==> config.mk <==
export PLATFORM = sky130hd
export DESIGN_NAME = hood_mode_controller
export DESIGN_NICKNAME = d
export VERILOG_FILES = /design/src/rtl/hood_mode_controller.sv
export SDC_FILE = /design/constraint.sdc
export NUM_CORES = 1
export LEC_CHECK = 0
export CAP_MARGIN = 15
export CELL_PAD_IN_SITES_DETAIL_PLACEMENT = 0
export CELL_PAD_IN_SITES_GLOBAL_PLACEMENT = 1
export CORE_MARGIN = 3
export CORE_UTILIZATION = 41
export CTS_BUF_LIST = sky130_fd_sc_hd__clkbuf_4 sky130_fd_sc_hd__clkbuf_8 sky130_fd_sc_hd__clkbuf_16
export DETAILED_ROUTE_END_ITERATION = 10
export GPL_TIMING_DRIVEN = 0
export PLACE_DENSITY = 0.88
export SKIP_LAST_GASP = 1
export SLEW_MARGIN = 30
export SYNTH_ARGS = -nofsm -noshare
export SYNTH_HDL_FRONTEND = slang
export SYNTH_SLANG_ARGS = --single-unit
==> constraint.sdc <==
create_clock -name clk -period 3.65 [get_ports clk]
set_clock_uncertainty 0.05 [all_clocks]
set_input_delay 0.73 -clock clk [delete_from_list [all_inputs] [get_ports clk]]
set_output_delay 0.73 -clock clk [all_outputs]
set_load 0.005 [all_outputs]
==> src/rtl/hood_mode_controller.sv <==
// rtl/hood_mode_controller.sv - hood operating-mode sequencer (standby/menu/levels/hurricane/clean)
// Optional run-time accumulator and cleaning reminder enabled by HOOD_CLEAN_REMINDER_EN.
module hood_mode_controller #(
  parameter int unsigned CLK_PER_SEC   = 100_000_000,
  parameter int unsigned HURRICANE_SEC = 60,
  parameter int unsigned CLEAN_SEC     = 180,
  parameter int unsigned REMIND_SEC    = 36000
) (
  input  logic        clk,
  input  logic        rst,
  input  logic        power_status,
  input  logic        menu_pulse,
  input  logic        l1_pulse,
  input  logic        l2_pulse,
  input  logic        l3_pulse,
  input  logic        clean_pulse,
  output logic [2:0]  mode,
  output logic [1:0]  fan_level,
  output logic [7:0]  remaining_sec,
  output logic        hurricane_used,
  output logic        clean_reminder,
  output logic [15:0] work_sec
);

  typedef enum logic [2:0] {
    S_OFF       = 3'd0,
    S_STANDBY   = 3'd1,
    S_MENU      = 3'd2,
    S_LEVEL1    = 3'd3,
    S_LEVEL2    = 3'd4,
    S_HURRICANE = 3'd5,
    S_RETURN    = 3'd6,
    S_CLEAN     = 3'd7
  } state_t;

  localparam int PW = (CLK_PER_SEC > 1) ? $clog2(CLK_PER_SEC) : 1;
  localparam logic [PW-1:0] PRESC_MAX = PW'(CLK_PER_SEC - 1);
  localparam logic [7:0] HUR_LOAD   = 8'(HURRICANE_SEC);
  localparam logic [7:0] CLEAN_LOAD = 8'(CLEAN_SEC);

  state_t        r_mode;
  logic [PW-1:0] r_presc;
  logic [7:0]    r_rem;
  logic          r_hur_used;
  logic [1:0]    r_fan;

  state_t        w_mode_nxt;
  logic [7:0]    w_rem_nxt;
  logic          w_hur_nxt;
  logic          w_clean_done;
  logic [1:0]    w_fan_nxt;
  logic          w_tick;

  assign w_tick = (r_presc == PRESC_MAX);

  always_ff @(posedge clk or negedge rst) begin
    if (!rst) begin
      r_mode     <= S_OFF;
      r_presc    <= '0;
      r_rem      <= '0;
      r_hur_used <= 1'b0;
      r_fan      <= 2'd0;
    end else begin
      r_mode     <= w_mode_nxt;
      r_rem      <= w_rem_nxt;
      r_hur_used <= w_hur_nxt;
      r_fan      <= w_fan_nxt;
      // Prescaler realigns on every mode change so timed states last whole seconds.
      if (!power_status || (w_mode_nxt != r_mode) || w_tick)
        r_presc <= '0;
      else
        r_presc <= r_presc + 1'b1;
    end
  end

  always_comb begin
    w_mode_nxt   = r_mode;
    w_rem_nxt    = r_rem;
    w_hur_nxt    = r_hur_used;
    w_clean_done = 1'b0;
    if (!power_status) begin
      w_mode_nxt = S_OFF;
      w_rem_nxt  = 8'd0;
      w_hur_nxt  = 1'b0;
    end else begin
      case (r_mode)
        S_OFF: w_mode_nxt = S_STANDBY;
        S_STANDBY: if (menu_pulse) w_mode_nxt = S_MENU;
        S_MENU: begin
          if (menu_pulse) begin
            w_mode_nxt = S_STANDBY;
          end else if (clean_pulse) begin
            w_mode_nxt = S_CLEAN;
            w_rem_nxt  = CLEAN_LOAD;
          end else if (l3_pulse && !r_hur_used) begin
            w_mode_nxt = S_HURRICANE;
            w_rem_nxt  = HUR_LOAD;
            w_hur_nxt  = 1'b1;
          end else if (l2_pulse) begin
            w_mode_nxt = S_LEVEL2;
          end else if (l1_pulse) begin
            w_mode_nxt = S_LEVEL1;
          end
        end
        S_LEVEL1, S_LEVEL2: begin
          if (menu_pulse)    w_mode_nxt = S_STANDBY;
          else if (l2_pulse) w_mode_nxt = S_LEVEL2;
          else if (l1_pulse) w_mode_nxt = S_LEVEL1;
        end
        S_HURRICANE: begin
          // Menu beats a coinciding expiry tick.
          if (menu_pulse) begin
            w_mode_nxt = S_RETURN;
            w_rem_nxt  = HUR_LOAD;
          end else if (w_tick) begin
            if (r_rem == 8'd1) begin
              w_mode_nxt = S_LEVEL2;
              w_rem_nxt  = 8'd0;
            end else begin
              w_rem_nxt = r_rem - 8'd1;
            end
          end
        end
        S_RETURN: begin
          if (w_tick) begin
            if (r_rem == 8'd1) begin
              w_mode_nxt = S_STANDBY;
              w_rem_nxt  = 8'd0;
            end else begin
              w_rem_nxt = r_rem - 8'd1;
            end
          end
        end
        S_CLEAN: begin
          if (w_tick) begin
            if (r_rem == 8'd1) begin
              w_mode_nxt   = S_STANDBY;
              w_rem_nxt    = 8'd0;
              w_clean_done = 1'b1;
            end else begin
              w_rem_nxt = r_rem - 8'd1;
            end
          end
        end
        default: w_mode_nxt = S_OFF;
      endcase
    end
  end

  always_comb begin
    w_fan_nxt = 2'd0;
    case (w_mode_nxt)
      S_LEVEL1:              w_fan_nxt = 2'd1;
      S_LEVEL2:              w_fan_nxt = 2'd2;
      S_HURRICANE, S_RETURN: w_fan_nxt = 2'd3;
      default:               w_fan_nxt = 2'd0;
    endcase
  end

  assign mode           = r_mode;
  assign fan_level      = r_fan;
  assign remaining_sec  = r_rem;
  assign hurricane_used = r_hur_used;

`ifdef HOOD_CLEAN_REMINDER_EN
  logic [15:0] r_work_sec;
  logic        w_run;

  assign w_run = (r_mode == S_LEVEL1) || (r_mode == S_LEVEL2) ||
                 (r_mode == S_HURRICANE) || (r_mode == S_RETURN);

  always_ff @(posedge clk or negedge rst) begin
    if (!rst)
      r_work_sec <= 16'd0;
    else if (w_clean_done)
      r_work_sec <= 16'd0;
    else if (w_tick && w_run && (r_work_sec != 16'hFFFF))
      r_work_sec <= r_work_sec + 16'd1;
  end

  assign work_sec       = r_work_sec;
  assign clean_reminder = (32'(r_work_sec) >= REMIND_SEC);
`else
  assign work_sec       = 16'd0;
  assign clean_reminder = 1'b0;
`endif

endmodule

After elaboration in Yosys (flattened, before gate mapping)
Cells that the tools add are included.

word-level totals
  register bits after elaboration = 41
  input port bits = 8
  output and inout port bits = 31
  word-level logic and storage cells = 68

operators by class
  add/sub/neg operators = 2
  equality and inequality tests = 21
  muxes and demuxes = 29
  reductions and logical operators = 11

operators by type and width
  kind                   number
  $mux 8                 7
  $mux 3                 13
  $add 27x1->27 const B  1
  $eq 27x27->1 const B   1
  $mux 27                1
  $pmux 8 s3             1
  $eq 3x3->1 const B     7
  $pmux 3 s6             1
  $eq 3x2->1 const B     3
  $eq 8x1->1 const B     1
  $sub 8x1->8 const B    1
  $pmux 2 s3             1
  $reduce_or 2->1        3
  $mux 1                 5
  $ne 2x1->1 const B     2
  $ne 2x2->1 const B     2
  $ne 4x2->1 const B     1
  $ne 4x4->1 const B     1
  $reduce_and 4->1       1
  $eq 3x1->1 const B     1
  $logic_not 3->1        1
  $ne 3x3->1             1
  $ne 3x3->1 const B     1
  $reduce_and 3->1       1
  3 further kinds        5

Logic depth before layout (Yosys ltp)
  word-level depth = 11
  mapped depth = 9
  depth with buffers taken out = 8

Least setup slack after synthesis
Ideal clock, no wire load.

  kind = register -> register
  start point = reg r_rem[1] (netlist: remaining_sec[1])
  end point = reg r_fan[0] (netlist: fan_level[0])
  data arrival time = 2.497 ns
  data required time = 3.460 ns
  setup slack = 0.963 ns
  cell stages (with the launch flop) = 10
  path buffers = 1
  clock period less this slack = 2.687 ns
  cell sequence = dfrtp_1 inv_1 ha_1 or4b_4 or4_1 buf_2 nor4_4 mux2i_1 a21boi_1 a211oi_2

on the way
  cells in the longest elaborated chain, start to end = 9
  elaborated cells on any way between the ends = 14
  those cells by class = eq/ne: 5; mux: 8; reduce/logical: 1

ends and longest elaborated chain
  element                 line           text
  start, declared         43             logic [7:0] r_rem;
  start signal, assigned  65             r_rem <= w_rem_nxt;
  $eq 8x1->1 (*)          116, 126, 136
  $mux 3                  116            if (r_rem == 8'd1) begin
  $mux 3                  115            end else if (w_tick) begin
  $mux 3                  112            if (menu_pulse) begin
  $pmux 3 s6 (*)          86             case (r_mode)
  $mux 3 (*)              81             if (!power_status) begin
  $eq 3x3->1              152            case (w_mode_nxt)
  $reduce_or 2->1         152
  $pmux 2 s3 (*)          152
  net w_fan_nxt[0]        51             logic [1:0] w_fan_nxt;
  end signal, assigned    67             r_fan <= w_fan_nxt;
  end, declared           45             logic [1:0] r_fan;

Mark *: on every way through the listed nets, which the timed path passes. The rest lies on a longest branch.
A chain may end at the register's enable or synchronous reset.

Worst setup path after layout
  start point = in clean_pulse
  end point = reg r_presc[16]

on the way
  cells in the longest elaborated chain, start to end = 8

ends and longest elaborated chain
  element                         line  text
  start, declared                 16    input logic clean_pulse,
  $mux 3                          92    end else if (clean_pulse) begin
  $mux 3                          90    if (menu_pulse) begin
  $pmux 3 s6                      86
  $mux 3                          81
  $ne 3x3->1                      69    if (!power_status || (w_mode_nxt != r_mode) || w_tick)
  $logic_or 1x1->1 (2 in series)  69
  $mux 27                         69
  end signal, assigned            72    r_presc <= r_presc + 1'b1;
  end, declared                   42    logic [PW-1:0] r_presc;

No other way between the ends.

==> results.sh <==
export IMPL_yosysWarnings=0
export IMPL_dp_cells=394
export IMPL_core_area_um2=5709
export IMPL_ys_ff_latch=41
export IMPL_yosys_top_cells_area="dfrtp_1 (41%), nor2_1 (6.4%), xor2_1 (6.3%)"
export IMPL_placed_area_um2=2883
export IMPL_cellLeakagePower_uw=0.001275
export IMPL_clk_pin_slew_worst_paths_ps=80
export IMPL_synthToLayoutAreaGrowth_pct=18.81
export IMPL_post_drt_wl_per_cell_um=13.14
export IMPL_nets=340
export IMPL_fin_crit_ps=3076
export IMPL_grt_max_degree=27
export IMPL_synthFlopType="dfrtp_1"
export IMPL_worstRegToRegCells=9
export IMPL_grt_busiest_layer="met2"
export IMPL_drv_slew=0
export IMPL_slew_headroom=0.5519
export IMPL_fin_area_um2=2979
export IMPL_critPathRequiredTime_ps=3830
export IMPL_r2r_slack_ps=710
export IMPL_rsz0062_at_grt="no"
export IMPL_globalplace_congestion=0.8542
export IMPL_worst_slew_pin_slew_ps=665.9
export IMPL_cts_buffers=5
export IMPL_finalHoldViolations=0
export IMPL_holdBufCountCts=0
export IMPL_final_cells=402
export IMPL_power_density_nw_per_um2=308.8
export IMPL_clock_latency_ps=300
export IMPL_fin_ws_ps=573.6
export IMPL_preCtsSetupSlack_ps=236.2
export IMPL_clockBufferDepth=2
export IMPL_synth_most_common_cell="nor2_1"
export IMPL_dr_first_iter_drc_count=46
export IMPL_end_kind="flip-flop"
export IMPL_die_area_um2=7090
export IMPL_maxCapViolCount=0
export IMPL_num_rows=27
export IMPL_setup_violations=0
export IMPL_ant_nets=0
export IMPL_io_pins=39
export IMPL_n_antenna_cell=0
export IMPL_cts_setup_buffers=0
export IMPL_critPathMaxFanout=10
export IMPL_fin_hold_ws_ps=282.1
export IMPL_grt_util_met1=0.2053
export IMPL_grtUsageTotal=0.1598
export IMPL_startpoint_type="input port"
export IMPL_die_x_um=84.20
export IMPL_synthesis_area_um2=2507
export IMPL_drive_gt1_frac=0.09697
export IMPL_post_dp_hpwl_mm=3.931
export IMPL_yosysSeqAreaShare=0.4092
export IMPL_drt_total_wl_mm=5.284
export IMPL_first_pass_iters=4
export IMPL_grt_ovfl_total=0
export IMPL_async_reset_ff_frac=1.000
export IMPL_rr_startpoint="remaining_sec[1]"
export IMPL_r2r_end="fan_level[0]"
export IMPL_hp_class="in2async"
export IMPL_num_vias=2114
export IMPL_grt_pass1_wl_mm=9.308
export IMPL_synthTopCellsByCount="nor2_1 (43), dfrtp_1 (41), xor2_1 (18)"
export IMPL_status="completed"
export IMPL_peakVddDrop_uv=193.5
export IMPL_synth_top_area_frac=0.4092
export IMPL_path_class="in2reg"
export IMPL_synth_edf_count=0
export IMPL_fmaxAchievable_mhz=325.1
export IMPL_cts_tree="built"
export IMPL_synth_cells=284
export IMPL_yosysUniqueCellTypes=47
export IMPL_yosys_area_top_type="dfrtp_1"
export IMPL_crit_arrival_ps=3260
export IMPL_setup_tns_ps=0
export IMPL_met2_usage=0.2554
export IMPL_cts_root_buf="clkbuf_8"
export IMPL_htree_levels=2
export IMPL_post_cts_resized=0
export IMPL_die_y_um=84.20
export IMPL_start_util=0.4392
export IMPL_cts_sinks=41
export IMPL_grt_pass1_vias=2072
export IMPL_viasPerCell=5.259
export IMPL_finalCritPeriodShare=0.8428
export IMPL_grtUsageMet3=0.04711
export IMPL_port_buffers=21
export IMPL_synth_area_per_cell_um2=8.829
export IMPL_antenna_found_initial=0
export IMPL_drc=0
state kept, by name, indices dropped and copies added (netlist names):
signal and cells:
hurricane_used 1, r_presc 27, remaining_sec 8, mode 3, fan_level 2
worst max-delay path by stage:
stage | from | endpoint | slack, ps | cells past startpoint
6_report | clean_pulse | r_presc[16] | 570 | 7
5_1_grt | l3_pulse | r_presc[16] | 300 | 8
4_1_cts | l3_pulse | r_presc[24] | 570 | 8
3_5_place_dp | l3_pulse | r_presc[20] | 240 | 8
3_3_place_gp | clean_pulse | r_presc[16] | 270 | 7
2_1_floorplan | remaining_sec[1] | fan_level[0] | 960 | 9
cell type report:
type / instances / area (um^2)
Fill cell: 535 / 2730
Multi-Input combinational cell: 222 / 1336
Sequential cell: 41 / 1026
Timing Repair Buffer: 22 / 225.2
Buffer: 29 / 175.2
Tap cell: 72 / 90.09
Clock buffer: 6 / 82.58
Inverter: 8 / 30.03
Clock inverter: 2 / 13.76
critical path: stages:
cell,delay (ps)
clkdlybuf4s50_1,510
o2111ai_1,580
a41oi_1,230
or4b_1,520
clkbuf_1,240
clkbuf_1,290
nor2_1,150
cells in the final DEF (no fill, tap or decap), drive strengths merged, types with 9 or more instances in the layout:
master / Yosys / routed
buf: 19 / 21
clkbuf: 10 / 16
clkdlybuf4s50: 0 / 20
conb: 1 / 17
dfrtp: 41 / 41
nand2: 17 / 17
nand3: 17 / 17
nor2: 43 / 43
nor2b: 9 / 9
o21ai: 11 / 11
xor2: 18 / 18
through the flow:
| step | total power (uW) | utilization |
|---|---|---|
| 2_1_floorplan | 553.7 | - |
| 3_3_place_gp | 604.5 | 0.5023 |
| 4_1_cts | 931.2 | 0.5218 |
| 5_1_grt | 969.5 | 0.5218 |
| 6_report | 919.9 | 0.5218 |
| 3_5_place_dp | 607.3 | 0.5049 |
metal layers:
metal  up-vias  wire (um)
li1       1058          -
met1      1006       2501
met2        41       2491
met3         9        203
met4         0         89
met5         -          0
kinds of logic (layout without fill, tap and decap cells):
logic type	after synthesis	count (layout)	share of synthesized area
muxes	2	2	0.007984
other	1	17	0.001496
xor gates and xnor gates	25	25	0.08733
DFF	41	41	0.4092
and+or+nand+nor	123	123	0.2550
AOI/OAI and AO/OA	52	52	0.1422
buffers and inverters	37	67	0.08184
adders and majority gates	3	3	0.01497
where the power goes:
part	leakage, uW	switching, uW	internal (uW)
logic	0.000663	65.7	56.9
registers	0.000561	13.1	463
clock network	0.0000512	168	153
Note: power is estimated with default switching activity, not from simulation.
